<file path="src/rtl/binarize_writeback.sv">
// Binarizes signed accumulator beats against a threshold and packs 16 lanes per activation word.
// Optional BINARIZE_WB_ONES_COUNT_EN adds a saturating count of written one-bits.
module binarize_writeback #(
    parameter int ACC_W  = 12,
    parameter int ADDR_W = 7
) (
    input  logic                    clk,
    input  logic                    rst,
    input  logic                    start,
    input  logic [ADDR_W-1:0]       base_addr,
    input  logic                    acc_valid,
    output logic                    acc_ready,
    input  logic [3:0]              acc_lane,
    input  logic signed [ACC_W-1:0] acc_sum,
    input  logic signed [ACC_W-1:0] alpha_thresh,
    input  logic                    acc_last,
    output logic                    act_wr_en,
    output logic [ADDR_W-1:0]       act_wr_addr,
    output logic [15:0]             act_wr_data,
    output logic [15:0]             act_wr_mask,
    output logic                    idle,
    output logic                    done,
    output logic [7:0]              word_count
`ifdef BINARIZE_WB_ONES_COUNT_EN
    ,
    output logic [11:0]             ones_count
`endif
);

    typedef enum logic [1:0] {
        S_IDLE,
        S_COLLECT,
        S_WRITE
    } state_e;

    state_e             state_q, state_d;
    logic [ADDR_W-1:0]  ptr_q, ptr_d;
    logic [15:0]        pack_q, pack_d;
    logic [15:0]        mask_q, mask_d;
    logic [7:0]         wc_q, wc_d;
    logic               last_q, last_d;
    logic               done_q, done_d;
    logic               idle_q, idle_d;
    logic               ready_q, ready_d;
    logic               wr_en_q, wr_en_d;
    logic [15:0]        wr_data_q, wr_data_d;
    logic [15:0]        wr_mask_q, wr_mask_d;

`ifdef BINARIZE_WB_ONES_COUNT_EN
    logic [11:0]        ones_q, ones_d;
    logic [12:0]        ones_sum;

    function automatic logic [4:0] popcount16(input logic [15:0] v);
        logic [4:0] n;
        n = '0;
        for (int unsigned i = 0; i < 16; i++) begin
            n = n + {4'd0, v[i]};
        end
        return n;
    endfunction
`endif

    always_comb begin
        state_d = state_q;
        ptr_d   = ptr_q;
        pack_d  = pack_q;
        mask_d  = mask_q;
        wc_d    = wc_q;
        last_d  = last_q;
        done_d  = 1'b0;
`ifdef BINARIZE_WB_ONES_COUNT_EN
        ones_d   = ones_q;
        ones_sum = {1'b0, ones_q} + {8'd0, popcount16(pack_q & mask_q)};
`endif
        case (state_q)
            S_IDLE: begin
                if (start) begin
                    ptr_d   = base_addr;
                    wc_d    = '0;
                    pack_d  = '0;
                    mask_d  = '0;
                    last_d  = 1'b0;
`ifdef BINARIZE_WB_ONES_COUNT_EN
                    ones_d  = '0;
`endif
                    state_d = S_COLLECT;
                end
            end
            S_COLLECT: begin
                if (acc_valid) begin
                    pack_d[acc_lane] = (acc_sum >= alpha_thresh);
                    mask_d[acc_lane] = 1'b1;
                    if ((acc_lane == 4'hF) || acc_last) begin
                        last_d  = acc_last;
                        state_d = S_WRITE;
                    end
                end
            end
            S_WRITE: begin
                pack_d = '0;
                mask_d = '0;
                ptr_d  = ptr_q + 1'b1;
                if (wc_q != 8'hFF) begin
                    wc_d = wc_q + 8'd1;
                end
`ifdef BINARIZE_WB_ONES_COUNT_EN
                ones_d = (ones_sum > 13'd4095) ? 12'hFFF : ones_sum[11:0];
`endif
                if (last_q) begin
                    done_d  = 1'b1;
                    state_d = S_IDLE;
                end else begin
                    state_d = S_COLLECT;
                end
            end
            default: state_d = S_IDLE;
        endcase

        // Outputs are registered from next-state so they line up with state_q.
        idle_d    = (state_d == S_IDLE);
        ready_d   = (state_d == S_COLLECT);
        wr_en_d   = (state_d == S_WRITE);
        wr_data_d = wr_en_d ? pack_d : '0;
        wr_mask_d = wr_en_d ? mask_d : '0;
    end

    always_ff @(posedge clk) begin
        if (rst) begin
            state_q   <= S_IDLE;
            ptr_q     <= '0;
            pack_q    <= '0;
            mask_q    <= '0;
            wc_q      <= '0;
            last_q    <= 1'b0;
            done_q    <= 1'b0;
            idle_q    <= 1'b1;
            ready_q   <= 1'b0;
            wr_en_q   <= 1'b0;
            wr_data_q <= '0;
            wr_mask_q <= '0;
`ifdef BINARIZE_WB_ONES_COUNT_EN
            ones_q    <= '0;
`endif
        end else begin
            state_q   <= state_d;
            ptr_q     <= ptr_d;
            pack_q    <= pack_d;
            mask_q    <= mask_d;
            wc_q      <= wc_d;
            last_q    <= last_d;
            done_q    <= done_d;
            idle_q    <= idle_d;
            ready_q   <= ready_d;
            wr_en_q   <= wr_en_d;
            wr_data_q <= wr_data_d;
            wr_mask_q <= wr_mask_d;
`ifdef BINARIZE_WB_ONES_COUNT_EN
            ones_q    <= ones_d;
`endif
        end
    end

    assign acc_ready   = ready_q;
    assign act_wr_en   = wr_en_q;
    assign act_wr_addr = ptr_q;
    assign act_wr_data = wr_data_q;
    assign act_wr_mask = wr_mask_q;
    assign idle        = idle_q;
    assign done        = done_q;
    assign word_count  = wc_q;
`ifdef BINARIZE_WB_ONES_COUNT_EN
    assign ones_count  = ones_q;
`endif

endmodule

</file>
<file path="config.mk">
export PLATFORM = sky130hd
export DESIGN_NAME = binarize_writeback
export DESIGN_NICKNAME = d
export VERILOG_FILES = /design/src/rtl/binarize_writeback.sv
export SDC_FILE = /design/constraint.sdc
export NUM_CORES = 1
export LEC_CHECK = 0
export ABC_AREA = 0
export BUFFER_PORTS_ARGS = -buffer_cell sky130_fd_sc_hd__clkbuf_2
export CAP_MARGIN = 20
export CORE_ASPECT_RATIO = 2
export CORE_MARGIN = 8
export CORE_UTILIZATION = 30
export DETAILED_ROUTE_END_ITERATION = 7
export RECOVER_POWER = 25
export SETUP_SLACK_MARGIN = 0.1
export SKIP_CTS_REPAIR_TIMING = 1
export SYNTH_ARGS = -nofsm -noshare
export SYNTH_HDL_FRONTEND = slang
export SYNTH_SLANG_ARGS = --single-unit
</file>
<file path="constraint.sdc">
create_clock -name clk -period 1.5 [get_ports clk]
set_input_delay 0 -clock clk [delete_from_list [all_inputs] [get_ports clk]]
set_output_delay 0 -clock clk [all_outputs]
set_load 0.005 [all_outputs]
</file>
==> results.py <==
metrics = {
    "routing": {
        "remaining_drc_errors": 0,
        "drt-vias-per-instance": 4.78,
        "wire_length_per_cell_after_detailed_routing_um": 14.7,
        "drt.antenna.violating_nets": 0,
        "initialDrtViolationCount": 83,
        "detailed_route_via_count": 3157,
        "finalWirelength_um": 9740,
        "drtPass1Iterations": 4,
    },
    "setup_path": {
        "critical_path_s_largest_stage_delay_ps": 350,
        "worst_ep_arrival_time_ps": 1770,
        "path_max_fanout": 3,
        "cp-start-kind": "register",
        "critical_setup_path_kind": "reg -> reg",
        "critPathRequiredTime_ps": 1780,
        "worstRegToRegCells": 6,
        "critical_path.endpoint_type": "register",
        "cell_by_cell_trace_of_the_critical_path": "ha_4, nand4_1, o31ai_4, buf_4, nor2b_4, mux2_4",
        "slowest_stage": "dfxtp_2",
    },
    "grt": {
        "number_of_antenna_violations_at_the_first_check_in_global_routing": 0,
        "grt.overflow.total": 0,
        "grt_pass1_vias": 3183,
        "grt_util_all_layers": 0.123,
        "grt_start_max_net_pins": 18,
        "grt_pass1_wl_um": 15500,
    },
    "place": {
        "post_dp_cell_area_mm2": 0.00435,
        "io_buffers": 90,
        "dp_hpwl_um": 7280,
        "finalWeightedCongestion": 0.816,
        "place_worst_setup_slack_ps": -187,
    },
    "floorplan": {
        "dieWidth_um": 92.1,
        "initial_core_util": 0.308,
        "placement_rows": 55,
        "boundaryPins": 91,
        "core-area_mm2": 0.0113,
        "fp.dieH_um": 168,
        "die-area_mm2": 0.0155,
    },
    "logic_synthesis": {
        "number_of_enable_flip_flop_cells_after_synthesis": 0,
        "synth_seq_cells": 86,
        "synthesis.instances": 389,
        "post_synthesis_mean_instance_area_um2": 8.94,
        "mappedNetlistArea_mm2": 0.00348,
        "postSynthNetCount": 443,
        "dominantRegCellSynth": "dfxtp_1",
        "asr_flop_ratio_synth": 0,
        "number_of_distinct_standard_cells_referenced_by_the_synthesized_netlist": 53,
        "synth-seq-area-share": 0.495,
        "synthesis.yosys.warnings": 0,
    },
    "power": {
        "clock_power_share": 0.434,
        "max-vdd-ir-drop_mv": 0.545,
        "pwr-share-comb": 0.113,
        "net-switching-power_mw": 1.27,
        "leakagePower_nw": 2.06,
        "power.density_cell_area_mw_per_mm2": 1020,
        "p_sw_frac": 0.246,
        "cellInternalPower_mw": 3.90,
        "seqPwrFrac": 0.454,
    },
    "clock_network": {
        "ctsLongestPathBuffers": 2,
        "worstSkewPairLatency_ps": 340,
        "htree_num_levels": 3,
        "clk_transition_reported_paths_ps": 70,
        "tritoncts": "built",
        "root_buffer": "clkbuf_16",
        "number_of_buffers_created_by_cts": 9,
        "clock_sink_count": 86,
    },
    "final_layout": {
        "post-route-cell-area_mm2": 0.00505,
        "final.fill_count": 1136,
        "antenna_cells_inserted": 0,
        "post-route-util": 0.448,
        "final_layout_size_suffix_gt1_frac": 0.376,
        "layout_common_cells": "dfxtp_1, clkbuf_2, nor2_1",
        "syn_to_final_growth_pct": 45.3,
        "nNetsFinal": 568,
        "layout_commonest_cell": "dfxtp_1",
    },
    "timing": {
        "timing.slew.headroom": 0.600,
        "fin_crit_share": 0.992,
        "fin_hold_ws_ps": -39.7,
        "setup-violations-final": 0,
        "achievable-frequency_ghz": 0.672,
        "rsz0062_at_grt": "yes",
        "post-route-worst-setup-slack_ps": 11.9,
        "timing.final.crit_period_ps": 1490,
        "finalMaxSlewViolations": 0,
        "final_hold_vio_count": 1,
        "clock-skew-final_ps": 6.91,
        "worst-slew-pin-transition_ps": 598,
    },
    "min_path": {
        "timing.hold.worst.class": "in -> reg",
        "min_path_cells": 3,
    },
    "run": {
        "max_cap_viol_count": 0,
    },
    "status": {
        "run_status": "finished, violations left",
        "failed_checks": "negative hold slack",
    },
}
==> final timing paths <==
kind	from	to	slack [ps]
max	word_count[1]$_SDFFE_PP0P_	word_count[0]$_SDFFE_PP0P_	10
min	base_addr[3]	act_wr_addr[3]$_SDFFE_PP0P_	-40
max reg2reg	word_count[1]$_SDFFE_PP0P_	word_count[0]$_SDFFE_PP0P_	10
min reg2reg	mask_q[4]$_SDFF_PP0_	mask_q[4]$_SDFF_PP0_	450
==> through the flow <==
stage / power [mW] / TNS, ps / std cells
floorplan: 2.68 / 0 / 389
global placement: 2.88 / -3340 / 634
detailed placement: 2.90 / -3860 / 634
CTS: 5.13 / -269 / 650
global route: 5.38 / -241 / 661
finish: 5.17 / 0 / 661
==> Yosys cell counts, drive strengths merged (2+ instances only) <==
master	n	area share
a31oi	3	0.0054
nor4	2	0.0036
a311oi	2	0.0050
o21ai	39	0.065
nor2b	3	0.0054
buf	9	0.022
ha	14	0.050
o221ai	2	0.0086
nor3	2	0.0029
a211oi	3	0.0065
nand2	30	0.032
dfxtp	86	0.49
a21o	4	0.0086
nor3b	3	0.011
xnor2	2	0.0050
and3	3	0.0054
or2	3	0.0054
nand4	4	0.0072
or3	3	0.0054
nor2	55	0.060
nand3	39	0.056
nand2b	4	0.0072
and3b	2	0.0050
inv	19	0.021
mux2	2	0.0065
clkbuf	8	0.0086
a21oi	29	0.045
==> worst max-delay path, delay by kind of cell (launching register included) <==
kind	cells	cell delay, ps
AOI/OAI and AO/OA	1	340
adders and majority gates	1	140
buffers and inverters	1	180
DFF	1	350
muxes	1	140
and+or+nand+nor	2	280
==> logic make-up after synthesis <==
family	share of synthesized area
simple gates	0.211
compound gates	0.176
flops	0.495
buf+inv	0.0514
fa+ha+maj	0.0504
xor+xnor	0.00756
mux	0.00935
==> power by group through the flow <==
stage / Sequential (mW) / Clock, mW / Combinational, mW
global route: 2.35 / 2.39 / 0.646
global placement: 2.39 / 0 / 0.495
floorplan: 2.39 / 0 / 0.292
CTS: 2.34 / 2.28 / 0.512
detailed placement: 2.39 / 0 / 0.510
finish: 2.34 / 2.24 / 0.582
==> layout make-up <==
type | count | area, um^2 | share of cell area
inverter | 19 | 91.3 | 0.0181
clock inverter | 6 | 70.1 | 0.0139
timing repair buffer | 131 | 825 | 0.163
sequential | 86 | 1730 | 0.343
tap | 142 | 178 | 0.0352
multi-input combinational | 267 | 1930 | 0.382
clock buffer | 10 | 229 | 0.0453
==> registers in the layout, indices dropped and copies added (netlist names) <==
name	count
act_wr_addr	7
done	1
idle	1
last_q	1
state_q	2
act_wr_en	1
acc_ready	1
mask_q	16
act_wr_data	16
word_count	8
pack_q	16
act_wr_mask	16
==> per-layer routing <==
layer  track usage  vias up  wire length [um]
li1              -     1598                 -
met5             0        -                 0
met1         0.122     1471              3610
met3        0.0272       18               362
met4        0.0607        0               242
met2         0.232       70              5520
Note: power is estimated with default switching activity, not from simulation.
